$ cat src/rtl/apb_bus_pkg.sv
// Shared definitions for the two-port APB bus arbiter: state encoding,
// address-map defaults and the address-decode helper.
package apb_bus_pkg;

   // Default peripheral window: MAP_SLOTS_DEFAULT slots of SLOT_SIZE bytes from MAP_BASE_DEFAULT
   localparam logic [31:0] MAP_BASE_DEFAULT  = 32'h1000_0000;
   localparam int unsigned MAP_SLOTS_DEFAULT = 6;
   localparam int unsigned SLOT_SIZE         = 4096;

   // Arbiter FSM state encoding
   typedef logic [2:0] state_t;
   localparam state_t ST_IDLE        = 3'd0;
   localparam state_t ST_CHECK       = 3'd1;
   localparam state_t ST_ISSUE       = 3'd2;
   localparam state_t ST_SETUP_WAIT  = 3'd3;
   localparam state_t ST_ACCESS_WAIT = 3'd4;
   localparam state_t ST_RESP        = 3'd5;

   // True when addr falls inside [base, base + slots*SLOT_SIZE). Evaluated on
   // 33 bits so a window reaching the top of the address space cannot wrap.
   function automatic logic addr_mapped(input logic [31:0] addr,
                                        input logic [31:0] base,
                                        input int unsigned slots);
      logic [32:0] a;
      logic [32:0] lo;
      logic [32:0] hi;
      a  = {1'b0, addr};
      lo = {1'b0, base};
      hi = lo + (33'(slots) * 33'(SLOT_SIZE));
      return (a >= lo) && (a < hi);
   endfunction

endpackage

$ cat src/rtl/apb_rr_arbiter.sv
// Two-way round-robin grant. The winner is combinational from the request
// lines; the last-grant pointer only moves when the caller reports a
// completed grant through update/update_idx.
module apb_rr_arbiter (
   input  logic clk,
   input  logic rst_n,
   input  logic req0,
   input  logic req1,
   input  logic update,
   input  logic update_idx,
   output logic valid,
   output logic idx
);

   logic last;

   // Pick the winner: a lone requester wins, a tie goes to the port not granted last
   always_comb begin
      valid = req0 | req1;
      if (req0 && req1) begin
         idx = ~last;
      end else begin
         idx = req1;
      end
   end

   // Track the most recently completed grant; resets to port 1 so port 0 wins the first tie
   always_ff @(posedge clk or negedge rst_n) begin
      if (!rst_n) begin
         last <= 1'b1;
      end else if (update) begin
         last <= update_idx;
      end
   end

endmodule

$ cat src/rtl/apb_bus_arbiter.sv
// Two requester ports sharing one APB master. A request is granted in IDLE,
// its address is decoded in CHECK, mapped accesses are launched with a
// one-cycle transfer pulse and completed on the master's ready; unmapped
// accesses are answered with err without touching the bus.
module apb_bus_arbiter
   import apb_bus_pkg::*;
#(
   parameter logic [31:0] MAP_BASE  = MAP_BASE_DEFAULT,
   parameter int unsigned MAP_SLOTS = MAP_SLOTS_DEFAULT
) (
   input  logic        PCLK,
   input  logic        PRESET,
   input  logic        m0_req,
   input  logic        m0_write,
   input  logic [31:0] m0_addr,
   input  logic [31:0] m0_wdata,
   output logic        m0_done,
   output logic        m0_err,
   output logic [31:0] m0_rdata,
   input  logic        m1_req,
   input  logic        m1_write,
   input  logic [31:0] m1_addr,
   input  logic [31:0] m1_wdata,
   output logic        m1_done,
   output logic        m1_err,
   output logic [31:0] m1_rdata,
   output logic        transfer,
   output logic        write,
   output logic [31:0] addr,
   output logic [31:0] wdata,
   input  logic        ready,
   input  logic [31:0] rdata
);

   state_t      state;
   state_t      state_nxt;
   logic        grant;
   logic        err_q;
   logic        arb_valid;
   logic        arb_idx;
   logic        in_resp;
   logic        mapped;
   logic        load_rdata;
   logic [31:0] resp_data;

   assign in_resp = (state == ST_RESP);
   assign mapped  = addr_mapped(addr, MAP_BASE, MAP_SLOTS);

   apb_rr_arbiter u_rr (
      .clk        (PCLK),
      .rst_n      (PRESET),
      .req0       (m0_req),
      .req1       (m1_req),
      .update     (in_resp),
      .update_idx (grant),
      .valid      (arb_valid),
      .idx        (arb_idx)
   );

   // Next-state decode; ready only counts once the master is in its ACCESS phase
   always_comb begin
      state_nxt = state;
      case (state)
         ST_IDLE:        if (arb_valid) state_nxt = ST_CHECK;
         ST_CHECK:       state_nxt = mapped ? ST_ISSUE : ST_RESP;
         ST_ISSUE:       state_nxt = ST_SETUP_WAIT;
         ST_SETUP_WAIT:  state_nxt = ST_ACCESS_WAIT;
         ST_ACCESS_WAIT: if (ready) state_nxt = ST_RESP;
         ST_RESP:        state_nxt = ST_IDLE;
         default:        state_nxt = ST_IDLE;
      endcase
   end

   // FSM state, granted port, latched request fields and the err decision
   always_ff @(posedge PCLK or negedge PRESET) begin
      if (!PRESET) begin
         state <= ST_IDLE;
         grant <= 1'b0;
         err_q <= 1'b0;
         write <= 1'b0;
         addr  <= 32'd0;
         wdata <= 32'd0;
      end else begin
         state <= state_nxt;
         if (state == ST_IDLE && arb_valid) begin
            grant <= arb_idx;
            write <= arb_idx ? m1_write : m0_write;
            addr  <= arb_idx ? m1_addr  : m0_addr;
            wdata <= arb_idx ? m1_wdata : m0_wdata;
         end
         if (state == ST_CHECK) begin
            err_q <= ~mapped;
         end
      end
   end

   // Response data: slave data for a completed read, zero for writes and rejected accesses
   always_comb begin
      load_rdata = ((state == ST_ACCESS_WAIT) && ready) || ((state == ST_CHECK) && !mapped);
      resp_data  = ((state == ST_ACCESS_WAIT) && !write) ? rdata : 32'd0;
   end

   // Per-port read data, loaded on the edge into RESP and held until that port's next done
   always_ff @(posedge PCLK or negedge PRESET) begin
      if (!PRESET) begin
         m0_rdata <= 32'd0;
         m1_rdata <= 32'd0;
      end else if (load_rdata) begin
         if (grant) begin
            m1_rdata <= resp_data;
         end else begin
            m0_rdata <= resp_data;
         end
      end
   end

   // Outputs decoded straight from registered state, so they drop the moment reset asserts
   always_comb begin
      transfer = (state == ST_ISSUE);
      m0_done  = in_resp && !grant;
      m1_done  = in_resp &&  grant;
      m0_err   = m0_done && err_q;
      m1_err   = m1_done && err_q;
   end

endmodule
$ cat config.mk
export PLATFORM = sky130hd
export DESIGN_NAME = apb_bus_arbiter
export DESIGN_NICKNAME = d
export VERILOG_FILES = /design/src/rtl/apb_bus_pkg.sv /design/src/rtl/apb_rr_arbiter.sv /design/src/rtl/apb_bus_arbiter.sv
export SDC_FILE = /design/constraint.sdc
export NUM_CORES = 1
export LEC_CHECK = 0
export CORE_UTILIZATION = 36
export DETAILED_ROUTE_END_ITERATION = 8
export PLACE_DENSITY = 0.77
export SYNTH_ARGS = -nofsm -noshare
export SYNTH_HDL_FRONTEND = slang
export SYNTH_HIERARCHICAL = 1
export SYNTH_SLANG_ARGS = --single-unit
export TNS_END_PERCENT = 1
$ cat constraint.sdc
create_clock -name PCLK -period 1.4 [get_ports PCLK]
set_input_delay 0.28 -clock PCLK [delete_from_list [all_inputs] [get_ports PCLK]]
set_output_delay 0.28 -clock PCLK [all_outputs]
set_load 0.05 [all_outputs]
==> results.yml <==
critical_path:
  worstPathArrival_ns: 1.64
  critPathRequiredTime_ns: 1.12
  worstSetupPathType: "flop to output pin"
  cp_num_buf_inv: 2
  cp_slowest_stage_delay_ns: 0.40
  path_delay_family: "simple AND/OR/NAND/NOR gates"
  start_kind: "flop"
  critPathSlowestCell: "dfrtp_1"
  cp_cell_sequence: "buf_6 > nor2b_4 > and2_4 > nor2b_4 > and2_4 > buf_12"
  crit_path_end_kind: "output pin"
  setup.reg_to_reg.worst_slack_ns: -0.43
  path_max_fanout: 3
cells_and_area:
  stdcell_count: 1044
  layout.cells.most_common: "clkdlybuf4s50_1"
  drive_gt1_share_pct: 33.3
  nNetsFinal: 987
  final_cell_mix: "clkdlybuf4s50_1 (165), buf_12 (148), dfrtp_1 (118), nor2_1 (66)"
  diodes: 0
  nFillCells: 966
  syn_to_final_growth_pct: 105
  seq_area_um2: 3400
  multi_input_area_um2: 2210
sta:
  max_freq_mhz: 520
  hold_viol: 0
  max-slew-margin-rel_pct: 71.2
  rsz0062_at_grt: "yes"
  slew_violations: 0
  clock_skew_ns: 0.0112
  fin_crit_sh_pct: 137
  worst_pin_slew_ns: 0.431
  setup_tns_ns: -39.19
  setup_ws_ns: -0.523
  min_period_ns: 1.92
  setup_viol: 140
  finalHoldWorstSlack_ns: 0.347
synthesis:
  synth_mux_area_share_pct: 11.9
  synth-simple-area-share_pct: 7.61
  mappedNetlistArea_um2: 5670
  ys_seq_area_share_pct: 59.6
  synth_seq_cells: 135
  synth_top_cell_area_share_pct: 59.1
  synth.area.top_cells: "dfrtp_1 (59%), mux2i_1 (11%), a22o_1 (9.9%), a21oi_1 (5.7%), nor2_1 (4.4%)"
  synth_adder_area_share_pct: 0
  ys_warn_count: 6
  synth_area_per_cell_um2: 12.1
  yosysUniqueCellTypes: 35
  synth_compound_area_share_pct: 17.3
  syn_inst: 468
  synth_top_family_by_area: "compound AO/OA/AOI/OAI gates"
  synth_nets: 635
  yosys.area.top_type: "dfrtp_1"
  synthXorXnorAreaFrac_pct: 0
routing:
  viasPerCell: 5.03
  wire_per_inst_um: 18.9
  drtPass1Iterations: 4
  vias: 5249
  ant_nets: 0
  drc: 0
  drt_iter0_drc: 182
  routed_wl_um: 19700
placement:
  hpwl_um: 14700
  place_congestion: 0.823
  port_buffers: 300
  dp_cells: 1007
  place_ws_ns: -0.427
status:
  violations: "setup timing"
  outcome: "finished, violations left"
floorplan:
  num_rows: 45
  dieWidth_um: 128
  start_util_pct: 37.0
  ios: 301
  core-area_um2: 15300
  die_h_um: 128
  fp.dieArea_um2: 16300
hold_path:
  worstHoldPathType: "input pin to asynchronous set/reset pin"
clock_tree:
  insertion_delay_ns: 0.43
  htree_levels: 4
  clockBufferDepth: 2
  numClockSinks: 135
  clockRootBuffer: "clkbuf_16"
  numCtsBuffers: 17
  cts_tree: "done"
  path_clk_slew_ns: 0.06
grt:
  grt_use_total_pct: 25.1
  gr-total-overflow: 0
  grt_pass1_wl_um: 30800
  grt_pass1_vias: 5675
  antenna_found_initial: 0
  grt_max_degree: 41
power_and_ir_drop:
  p_sw_mw: 13.3
  ir_worst_vdd_uv: 1370
  pwr-share-comb_pct: 60.2
  power.clock.fraction_pct: 15.2
  netSwitchingFraction_pct: 42.7
  p_leak_nw: 5.10
  pwr-share-seq_pct: 24.5
  power.total_mw: 31.1
  power_density_nw_per_um2: 2680
  p_int_mw: 17.8
run:
  maxCapViolCount: 0
==> synth_stat cells, drive strengths merged <==
cell type,instances
clkbuf,6
mux2i,65
or3b,1
a211oi,1
nand3,3
o31ai,1
a22o,64
nand4bb,1
buf,28
nor2,67
nor3b,1
o211ai,1
dfstp,1
a21oi,66
nor4b,2
a31o,1
o21ai,4
and2,4
inv,1
dfrtp,134
or2,1
nor3,2
and3,1
nor2b,2
nor4,2
mux2,2
nand2,3
a21boi,2
o311ai,1
==> path summary, 6_finish.rpt <==
kind                               from      endpoint  cells after the start
setup / recovery               state[1]        m0_err                      6
hold / removal                   PRESET  m1_rdata[22]                      2
setup reg to reg               state[1]  m0_rdata[18]                      7
hold reg to reg            m0_rdata[11]  m0_rdata[11]                      1
max in group asynchronous        PRESET  m0_rdata[12]                      3
min in group PCLK            m0_addr[3]       addr[3]                      3
==> sequential cells by signal, summed over array words and instances, names as in the netlist <==
| name | cells |
|---|---|
| grant | 1 |
| err_q | 1 |
| m0_rdata | 32 |
| state | 3 |
| wdata | 32 |
| m1_rdata | 32 |
| u_rr/last | 1 |
| write | 1 |
| addr | 32 |
==> cells by family after synthesis <==
logic type	Yosys count
DFF	135
and+or+nand+nor	90
buffers and inverters	35
AOI/OAI and AO/OA	141
muxes	67
==> area by class of cell <==
cell class | instances | area share (%)
repair buffers | 367 | 43.9
flip-flops and latches | 135 | 29.3
multi-input cells | 298 | 19.1
clock buffers | 20 | 3.93
well taps | 211 | 2.27
clock inverters | 12 | 1.44
inverters | 1 | 0.0323
==> routing by layer <==
layer	GRT usage [%]	vias up	share of wire (%)	wire length (µm)
met5	0	-	0	0
met4	10.6	0	2.3	448
li1	-	2411	-	-
met2	45.3	258	53	10500
met1	27.6	2543	37	7260
met3	7.16	37	7.7	1520
==> power by group through the flow <==
stage / Sequential [mW] / Combinational [mW] / Clock [mW]
4_1_cts: 7.61 / 18.7 / 4.79
3_5_place_dp: 7.54 / 18.5 / 0
5_1_grt: 7.83 / 19.5 / 4.97
3_3_place_gp: 7.42 / 18.2 / 0
2_1_floorplan: 12.3 / 3.32 / 0
6_report: 7.63 / 18.7 / 4.74
==> stage by stage <==
| step | util [%] | cell area, µm² |
|---|---|---|
| 2_1_floorplan | - | 5740 |
| 3_3_place_gp | 70.6 | 10800 |
| 3_5_place_dp | 70.6 | 10800 |
| 4_1_cts | 75.5 | 11600 |
| 5_1_grt | 75.8 | 11600 |
| 6_report | 75.8 | 11600 |
==> timing repair <==
item | CTS | global route
pin swaps | 36 | 31
gates resized for setup | 20 | 13
hold endpoints to repair | 33 | 0
endpoints found under the setup margin | 153 | 158
buffers inserted | 3 | 1
hold buffers | 1 | 0
Note: power is estimated with default switching activity, not from simulation.
